**config.mk**
```make
export PLATFORM = sky130hd
export DESIGN_NAME = dual_lane_accum_requant
export DESIGN_NICKNAME = d
export VERILOG_FILES = /design/src/rtl/dual_lane_accum_requant.sv
export SDC_FILE = /design/constraint.sdc
export NUM_CORES = 1
export LEC_CHECK = 0
export CAP_MARGIN = 10
export CORE_MARGIN = 4
export CORE_UTILIZATION = 50
export DETAILED_ROUTE_END_ITERATION = 12
export DONT_BUFFER_PORTS = 1
export GPL_ROUTABILITY_DRIVEN = 0
export SYNTH_ARGS = -nofsm -noshare
export SYNTH_HDL_FRONTEND = slang
export SYNTH_SLANG_ARGS = --single-unit
```
**constraint.sdc**
```tcl
create_clock -name clk -period 10.24 [get_ports clk]
set_clock_uncertainty 0.15 [all_clocks]
set_input_delay 2.56 -clock clk [delete_from_list [all_inputs] [get_ports clk]]
set_output_delay 2.56 -clock clk [all_outputs]
set_load 0.01 [all_outputs]
```
**src/rtl/dual_lane_accum_requant.sv**
```systemverilog
// Dual-lane window accumulator with per-lane bias, rounding right shift and int8 saturation.
// Tap markers are delayed internally so they line up with the multiplier's product pipeline.
module dual_lane_accum_requant #(
    parameter int unsigned PROD_W   = 20,
    parameter int unsigned ACC_W    = 32,
    parameter int unsigned OUT_W    = 8,
    parameter int unsigned MULT_LAT = 2
) (
    input  logic                     clk,
    input  logic                     rst,
    input  logic                     tap_valid,
    input  logic                     tap_first,
    input  logic                     tap_last,
    input  logic signed [PROD_W-1:0] prod_a,
    input  logic signed [PROD_W-1:0] prod_b,
    input  logic signed [ACC_W-1:0]  bias_a,
    input  logic signed [ACC_W-1:0]  bias_b,
    input  logic        [4:0]        shift,
    output logic                     out_valid,
    output logic signed [OUT_W-1:0]  out_a,
    output logic signed [OUT_W-1:0]  out_b,
    output logic                     err
);

    typedef enum logic [0:0] {StIdle, StAccum} state_e;

    localparam logic signed [ACC_W:0] SatHi = (ACC_W + 1)'((1 << (OUT_W - 1)) - 1);
    localparam logic signed [ACC_W:0] SatLo = ~SatHi;

    logic [MULT_LAT-1:0] dl_valid, dl_first, dl_last;
    logic                d_valid, d_first, d_last;

    state_e                  state_q, state_d;
    logic signed [ACC_W-1:0] acc_a_q, acc_a_d, acc_b_q, acc_b_d;
    logic signed [ACC_W-1:0] sum_a_q, sum_a_d, sum_b_q, sum_b_d;
    logic        [4:0]       shift_q, shift_d, sum_shift_q, sum_shift_d;
    logic                    fire_q, fire_d;
    logic                    err_q, err_d;
    logic                    out_valid_q;
    logic signed [OUT_W-1:0] out_a_q, out_b_q;

    logic signed [ACC_W-1:0] new_a, new_b;
    logic signed [ACC_W:0]   rnd, ext_a, ext_b, r_a, r_b;

    // Marker delay line; depth matches the multiplier latency.
    always_ff @(posedge clk or posedge rst) begin
        if (rst) begin
            dl_valid <= '0;
            dl_first <= '0;
            dl_last  <= '0;
        end else begin
            dl_valid[0] <= tap_valid;
            dl_first[0] <= tap_first;
            dl_last[0]  <= tap_last;
            for (int i = 1; i < int'(MULT_LAT); i++) begin
                dl_valid[i] <= dl_valid[i-1];
                dl_first[i] <= dl_first[i-1];
                dl_last[i]  <= dl_last[i-1];
            end
        end
    end

    assign d_valid = dl_valid[MULT_LAT-1];
    assign d_first = dl_first[MULT_LAT-1];
    assign d_last  = dl_last[MULT_LAT-1];

    // A first tap always restarts from bias, even mid-window.
    assign new_a = (d_first ? bias_a : acc_a_q) + ACC_W'(prod_a);
    assign new_b = (d_first ? bias_b : acc_b_q) + ACC_W'(prod_b);

    always_comb begin
        state_d     = state_q;
        acc_a_d     = acc_a_q;
        acc_b_d     = acc_b_q;
        shift_d     = shift_q;
        sum_a_d     = sum_a_q;
        sum_b_d     = sum_b_q;
        sum_shift_d = sum_shift_q;
        fire_d      = 1'b0;
        err_d       = err_q;
        if (d_valid) begin
            if (d_first || state_q == StAccum) begin
                if (d_first && state_q == StAccum) err_d = 1'b1;
                acc_a_d = new_a;
                acc_b_d = new_b;
                if (d_first) shift_d = shift;
                if (d_last) begin
                    fire_d      = 1'b1;
                    sum_a_d     = new_a;
                    sum_b_d     = new_b;
                    // Carry the window's shift with its sum so the next window may latch its own.
                    sum_shift_d = d_first ? shift : shift_q;
                    state_d     = StIdle;
                end else begin
                    state_d = StAccum;
                end
            end else begin
                err_d = 1'b1;
            end
        end
    end

    always_ff @(posedge clk or posedge rst) begin
        if (rst) begin
            state_q     <= StIdle;
            acc_a_q     <= '0;
            acc_b_q     <= '0;
            shift_q     <= '0;
            sum_a_q     <= '0;
            sum_b_q     <= '0;
            sum_shift_q <= '0;
            fire_q      <= 1'b0;
            err_q       <= 1'b0;
        end else begin
            state_q     <= state_d;
            acc_a_q     <= acc_a_d;
            acc_b_q     <= acc_b_d;
            shift_q     <= shift_d;
            sum_a_q     <= sum_a_d;
            sum_b_q     <= sum_b_d;
            sum_shift_q <= sum_shift_d;
            fire_q      <= fire_d;
            err_q       <= err_d;
        end
    end

    // One extra bit keeps the rounding add from overflowing at large sums.
    always_comb begin
        rnd = '0;
        if (sum_shift_q != 5'd0) rnd = (ACC_W + 1)'(1) << (sum_shift_q - 5'd1);
        ext_a = {sum_a_q[ACC_W-1], sum_a_q} + rnd;
        ext_b = {sum_b_q[ACC_W-1], sum_b_q} + rnd;
        r_a   = ext_a >>> sum_shift_q;
        r_b   = ext_b >>> sum_shift_q;
    end

    function automatic logic signed [OUT_W-1:0] sat(input logic signed [ACC_W:0] v);
        if (v > SatHi) return OUT_W'(SatHi);
        if (v < SatLo) return OUT_W'(SatLo);
        return OUT_W'(v);
    endfunction

    always_ff @(posedge clk or posedge rst) begin
        if (rst) begin
            out_valid_q <= 1'b0;
            out_a_q     <= '0;
            out_b_q     <= '0;
        end else begin
            out_valid_q <= fire_q;
            if (fire_q) begin
                out_a_q <= sat(r_a);
                out_b_q <= sat(r_b);
            end
        end
    end

    assign out_valid = out_valid_q;
    assign out_a     = out_a_q;
    assign out_b     = out_b_q;
    assign err       = err_q;

endmodule

```
=== Word-level counts from Yosys, hierarchy flattened ===
Index checks and enable logic that the tools add are counted.

* $add $sub $neg: 5
* $lt $le $gt $ge: 4
* Equal/unequal tests: 1
* Shift operators: 3
* Muxes and demuxes: 28
* Reductions and logical operators: 6

{| class="wikitable"
|+ Operator list
! kind !! number
|-
| $add A33 B33 Y33 || 2
|-
| $gt A33 B8 Y1 const B || 2
|-
| $lt A33 B8 Y1 const B || 2
|-
| $sshr A33 B5 Y33 || 2
|-
| $add A32 B20 Y32 || 2
|-
| $mux W32 || 2
|-
| $mux W8 || 8
|-
| $mux W33 || 1
|-
| $shl A1 B5 Y33 const A || 1
|-
| $mux W1 || 16
|-
| $mux W5 || 1
|-
| $reduce_bool A5 Y1 || 1
|-
| $sub A5 B1 Y5 const B || 1
|-
| $reduce_and A2 Y1 || 2
|-
| $reduce_and A3 Y1 || 1
|-
| $ne A2 B1 Y1 const B || 1
|-
| $logic_and A1 B1 Y1 || 1
|-
| $logic_or A1 B1 Y1 || 1
|}

* Register bits: 164
* Input port bits: 114
* Output and inout port bits: 18
* Logic and storage cells: 62

=== Depth between registers and ports, before layout ===
* Depth after elaboration: 12
* Depth in mapped cells: 31
* Depth with buffers taken out: 21

=== Worst setup path after synthesis ===
No wires, ideal clock.

* Kind: flip-flop to flip-flop
* Start: reg sum_shift_q[0]
* End: reg out_b_q[1] (netlist: out_b[1])
* Library setup time: 67 ps
* Arrival: 7,532 ps
* Data required time: 10,023 ps
* Setup slack: 2,490 ps
* Stages on the path, launching flop included: 31
* Path buffers: 10
* Period minus slack after synthesis: 7,750 ps
* Cells stage by stage: dfrtp_1 -> buf_2 -> buf_4 -> buf_6 -> inv_1 -> clkbuf_1 -> clkbuf_1 -> clkbuf_1 -> buf_1 -> buf_1 -> clkbuf_1 -> nor3_1 -> ha_1 -> ha_1 -> and2_1 -> a31o_2 -> or3_1 -> o2111a_1 -> o31a_1 -> o221ai_1 -> buf_2 -> nand4_1 -> a2111o_1 -> and3_1 -> a221oi_1 -> mux4_2 -> nand2_1 -> nor4_1 -> a41oi_1 -> o41ai_2 -> a221o_1

* Cells in the longest elaborated chain, start to end: 11

{| class="wikitable"
|+ Ends and longest elaborated chain
! item !! RTL line !! RTL
|-
| start, declared || 36 || <nowiki>logic [4:0] shift_q, shift_d, sum_shift_q, sum_shift_d;</nowiki>
|-
| start signal, assigned || 121 || <nowiki>sum_shift_q <= sum_shift_d;</nowiki>
|-
| $sub A5 B1 Y5 || 130 || <nowiki>if (sum_shift_q != 5'd0) rnd = (ACC_W + 1)'(1) << (sum_shift_q - 5'd1);</nowiki>
|-
| $shl A1 B5 Y33 || 130 ||
|-
| $mux W33 || 130 ||
|-
| $add A33 B33 Y33 || 132 || <nowiki>ext_b = {sum_b_q[ACC_W-1], sum_b_q} + rnd;</nowiki>
|-
| $sshr A33 B5 Y33 (*) || 134 || <nowiki>r_b = ext_b >>> sum_shift_q;</nowiki>
|-
| $lt A33 B8 Y1 || 139 || <nowiki>if (v < SatLo) return OUT_W'(SatLo);</nowiki>
|-
| $mux W1 (2 in a row) || 139 ||
|-
| $mux W1 || 150 || <nowiki>if (fire_q) begin</nowiki>
|-
| $mux W8 || 140 || <nowiki>return OUT_W'(v);</nowiki>
|-
| $mux W8 (*) || 139 ||
|-
| end signal, assigned || 152 || <nowiki>out_b_q <= sat(r_b);</nowiki>
|-
| end, declared || 40 || <nowiki>logic signed [OUT_W-1:0] out_a_q, out_b_q;</nowiki>
|}

Mark *: on every way between the ends. The rest lies on a longest branch, timed or not. The select of a mux whose other input is x is not followed.
A chain may end at the register's enable or synchronous reset.

=== Worst setup path in the final report ===
* Start: reg sum_shift_q[2]
* End: reg out_b_q[6] (netlist: out_b[6])

Same word-level chain as after synthesis.

==> flow_metrics.env <==
export IMPL_pwr_share_comb_pct=64.6
export IMPL_cp_slowest_cell="dfrtp_2"
export IMPL_finalSetupViolCount=0
export IMPL_die_area_um2=41900
export IMPL_synthDistinctLibCells=103
export IMPL_status="finished clean"
export IMPL_clkSinkCount=164
export IMPL_worstHoldStart="dl_valid[0]$_DFF_PP0_"
export IMPL_rsz0062_at_grt="false"
export IMPL_fin_crit_sh_pct=75.2
export IMPL_rrSetupSlack_ns=2.54
export IMPL_dp_hpwl_um=50900
export IMPL_ctsHoldBuffers=0
export IMPL_async_reset_ff_share_pct=100
export IMPL_antenna_found_initial=1
export IMPL_drt_wl_total_um=66900
export IMPL_criticalPathCategory="flop to flop"
export IMPL_synth_avg_cell_area_um2=7.76
export IMPL_swShare_pct=52.7
export IMPL_die_width_um=205
export IMPL_worstPathCellList="nor2_1 > nand2_1 > nor3_1 > ha_1 > ha_1 > and2_1 > a31o_2 > or3_1 > o2111a_1 > o31a_1 > o221ai_1 > nand4_1 > a2111o_1 > and3_1 > a221oi_1 > mux4_2 > nand2_1 > nor4_1 > a41oi_1 > o41ai_2 > a221o_1"
export IMPL_final_nets=2585
export IMPL_relSlewSlack_pct=15.9
export IMPL_power_density_nw_per_um2=278
export IMPL_reg2reg_depth=21
export IMPL_grt_pass1_vias=18000
export IMPL_ys_warn_count=0
export IMPL_layout_common_cells="301 x nand2_1, 235 x o21ai_0, 173 x nor2_1"
export IMPL_clock_power_share_pct=11.8
export IMPL_vias=19300
export IMPL_grt_max_degree=103
export IMPL_clock_latency_ns=0.47
export IMPL_synth_edf_count=0
export IMPL_critPathMaxStageDelay_ns=0.78
export IMPL_first_pass_iters=9
export IMPL_ff_latch_area_um2=4120
export IMPL_ys_seq_elements=164
export IMPL_ir_worst_vdd_uv=124
export IMPL_r2r_end="out_b[6]$_DFFE_PP0P_"
export IMPL_die_y_um=205
export IMPL_cts_tree="built"
export IMPL_min_to="dl_valid[1]$_DFF_PP0_"
export IMPL_root_buffer="clkbuf_16"
export IMPL_wl_per_cell_um=23.1
export IMPL_clkTransAtPathRegs_ns=0.08
export IMPL_num_io_pins=132
export IMPL_worstReg2RegStart="sum_shift_q[2]$_DFFE_PP0P_"
export IMPL_cts_resized=0
export IMPL_h_tree_depth=4
export IMPL_endpoint_kind="flop"
export IMPL_antenna_left=0
export IMPL_maxCapViolCount=0
export IMPL_path_delay_family="compound AO/OA/AOI/OAI gates"
export IMPL_via_per_inst=6.68
export IMPL_cp_required_ns=10.48
export IMPL_ys_flop_type="dfrtp_1"
export IMPL_finalMaxSlewViolations=0
export IMPL_hold_viol=0
export IMPL_grt_util_all_layers_pct=31.1
export IMPL_tns_ns=0
export IMPL_multi_input_area_um2=14400
export IMPL_nFillCells=3657
export IMPL_arrival_ns=7.94
export IMPL_core_area_um2=37900
export IMPL_startpoint="sum_shift_q[2]$_DFFE_PP0P_"
export IMPL_synth_cell_area_um2=19400
export IMPL_power_switching_mw=2.95
export IMPL_tightest_slew_ns=1.25
export IMPL_grt_overflow=0
export IMPL_drcViolationCount=0
export IMPL_postCtsSetupBuffers=0
export IMPL_p_total_mw=5.60
export IMPL_power_share_sequential_pct=23.6
export IMPL_initial_utilization_pct=51.0
export IMPL_layout_commonest_cell="nand2_1"
export IMPL_drt_initial_drc_count=2084
export IMPL_p_leak_nw=8.40
export IMPL_crit_buf_inv=0
export IMPL_max_freq_mhz=130
export IMPL_layout_drive_gt1_share_pct=10.3
export IMPL_clockBufferDepth=2
export IMPL_crit_fanout=32
export IMPL_internal_power_mw=2.64
export IMPL_hold_depth=0
export IMPL_synth_cells=2493
export IMPL_grt_pass1_wl_um=104000
export IMPL_min_path_type="flop to flop"
export IMPL_seq_area_frac_synth_pct=21.2
export IMPL_placementRows=71
export IMPL_numCtsBuffers=17
export IMPL_n_antenna_cell=0
export IMPL_crit_path_start_kind="flop"
export IMPL_fin_crit_ns=7.70
export IMPL_port_buffers=0
export IMPL_syn_to_final_growth_pct=3.92
[per-stage QoR]
step / setup WS (ns) / hold slack, ns / cell area [um^2] / instances / utilization [%]
finish: 2.54 / 0.202 / 20100 / 2888 / 53.0
global route: 2.14 / 0.223 / 20100 / 2888 / 53.0
CTS: 2.76 / 0.203 / 20100 / 2888 / 53.0
detailed placement: 2.79 / 0.186 / 19500 / 2856 / 51.5
global placement: 2.97 / 0.184 / 19500 / 2856 / 51.5
floorplan: 2.49 / 0.181 / 19400 / 2494 / -
[registers in the layout (all words and copies together), names as in the netlist]
signal and flops:
shift_q 5, dl_first 2, out_b 8, out_a 8
sum_b_q 32, acc_a_q 32, state_q 1, sum_shift_q 5
out_valid 1, err 1, dl_valid 2, acc_b_q 32
fire_q 1, dl_last 2, sum_a_q 32
[cells in the mapped netlist (all sizes together), types with 12 or more instances]
| cell type | count | area [um^2] |
|---|---|---|
| a211o | 18 | 158 |
| nor2b | 21 | 131 |
| or3 | 29 | 181 |
| a21boi | 15 | 113 |
| o31ai | 19 | 143 |
| a31o | 14 | 123 |
| dfrtp | 164 | 4100 |
| mux2 | 89 | 1000 |
| a221oi | 13 | 114 |
| a211oi | 31 | 233 |
| mux4 | 20 | 450 |
| nand2b | 32 | 200 |
| a221o | 14 | 140 |
| a41oi | 15 | 139 |
| nor2 | 175 | 662 |
| a31oi | 36 | 238 |
| o21a | 16 | 120 |
| nand3 | 70 | 350 |
| a21oi | 144 | 724 |
| and2 | 36 | 228 |
| inv | 54 | 203 |
| clkbuf | 132 | 495 |
| maj3 | 14 | 140 |
| or2 | 23 | 144 |
| a21o | 49 | 368 |
| buf | 43 | 205 |
| ha | 105 | 1310 |
| o211ai | 32 | 245 |
| xor2 | 53 | 464 |
| mux2i | 53 | 531 |
| xnor2 | 62 | 543 |
| o21ai | 239 | 1200 |
| and3 | 27 | 169 |
| nand2 | 302 | 1130 |
| nor4 | 12 | 90.1 |
| nand4 | 25 | 156 |
| nor3 | 77 | 385 |
[cell type report]
cell class,instances,share of cell area [%]
multi-input cells,2098,71.4
flip-flops and latches,164,20.5
well taps,511,3.18
clock buffers,17,2.12
inverters,57,1.09
repair buffers,26,0.970
clock inverters,15,0.809
[per-layer routing]
layer | track usage [%] | vias to the layer above | part of all wire, %
met5 | 0 | - | 0.018
met3 | 6.92 | 175 | 9.6
met2 | 46.5 | 1002 | 43
met1 | 43.2 | 9043 | 43
met4 | 13.8 | 2 | 4.6
li1 | - | 9083 | -
[logic make-up (layout without fill, tap and decap cells)]
logic type | count (synthesis) | after routing | synth area share [%]
AND/OR/NAND/NOR | 887 | 887 | 22.5
AO/OA/AOI/OAI | 811 | 811 | 28.4
buffers and inverters | 232 | 115 | 4.73
flip-flops | 164 | 164 | 21.2
multiplexers | 162 | 162 | 10.2
adder cells (fa/ha/maj) | 121 | 121 | 7.72
XOR/XNOR | 115 | 115 | 5.20
other | 1 | 2 | 0.0194
[worst max path at each step]
stage | endpoint | cells past startpoint | slack, ns
3_3_place_gp | out_b[3]$_DFFE_PP0P_ | 21 | 2.97
6_report | out_b[6]$_DFFE_PP0P_ | 21 | 2.54
5_1_grt | out_b[2]$_DFFE_PP0P_ | 21 | 2.14
2_1_floorplan | out_b[1]$_DFFE_PP0P_ | 30 | 2.49
4_1_cts | out_b[2]$_DFFE_PP0P_ | 21 | 2.76
3_5_place_dp | out_b[2]$_DFFE_PP0P_ | 21 | 2.79
[power by group through the flow]
stage	clock network [mW]	registers, mW	logic, mW
final	0.663	1.32	3.61
after CTS	0.678	1.31	3.51
after floorplan	0	1.07	2.79
after global placement	0	1.31	3.46
after global routing	0.701	1.36	3.93
after detailed placement	0	1.32	3.50
Note: power is estimated with default switching activity, not from simulation.
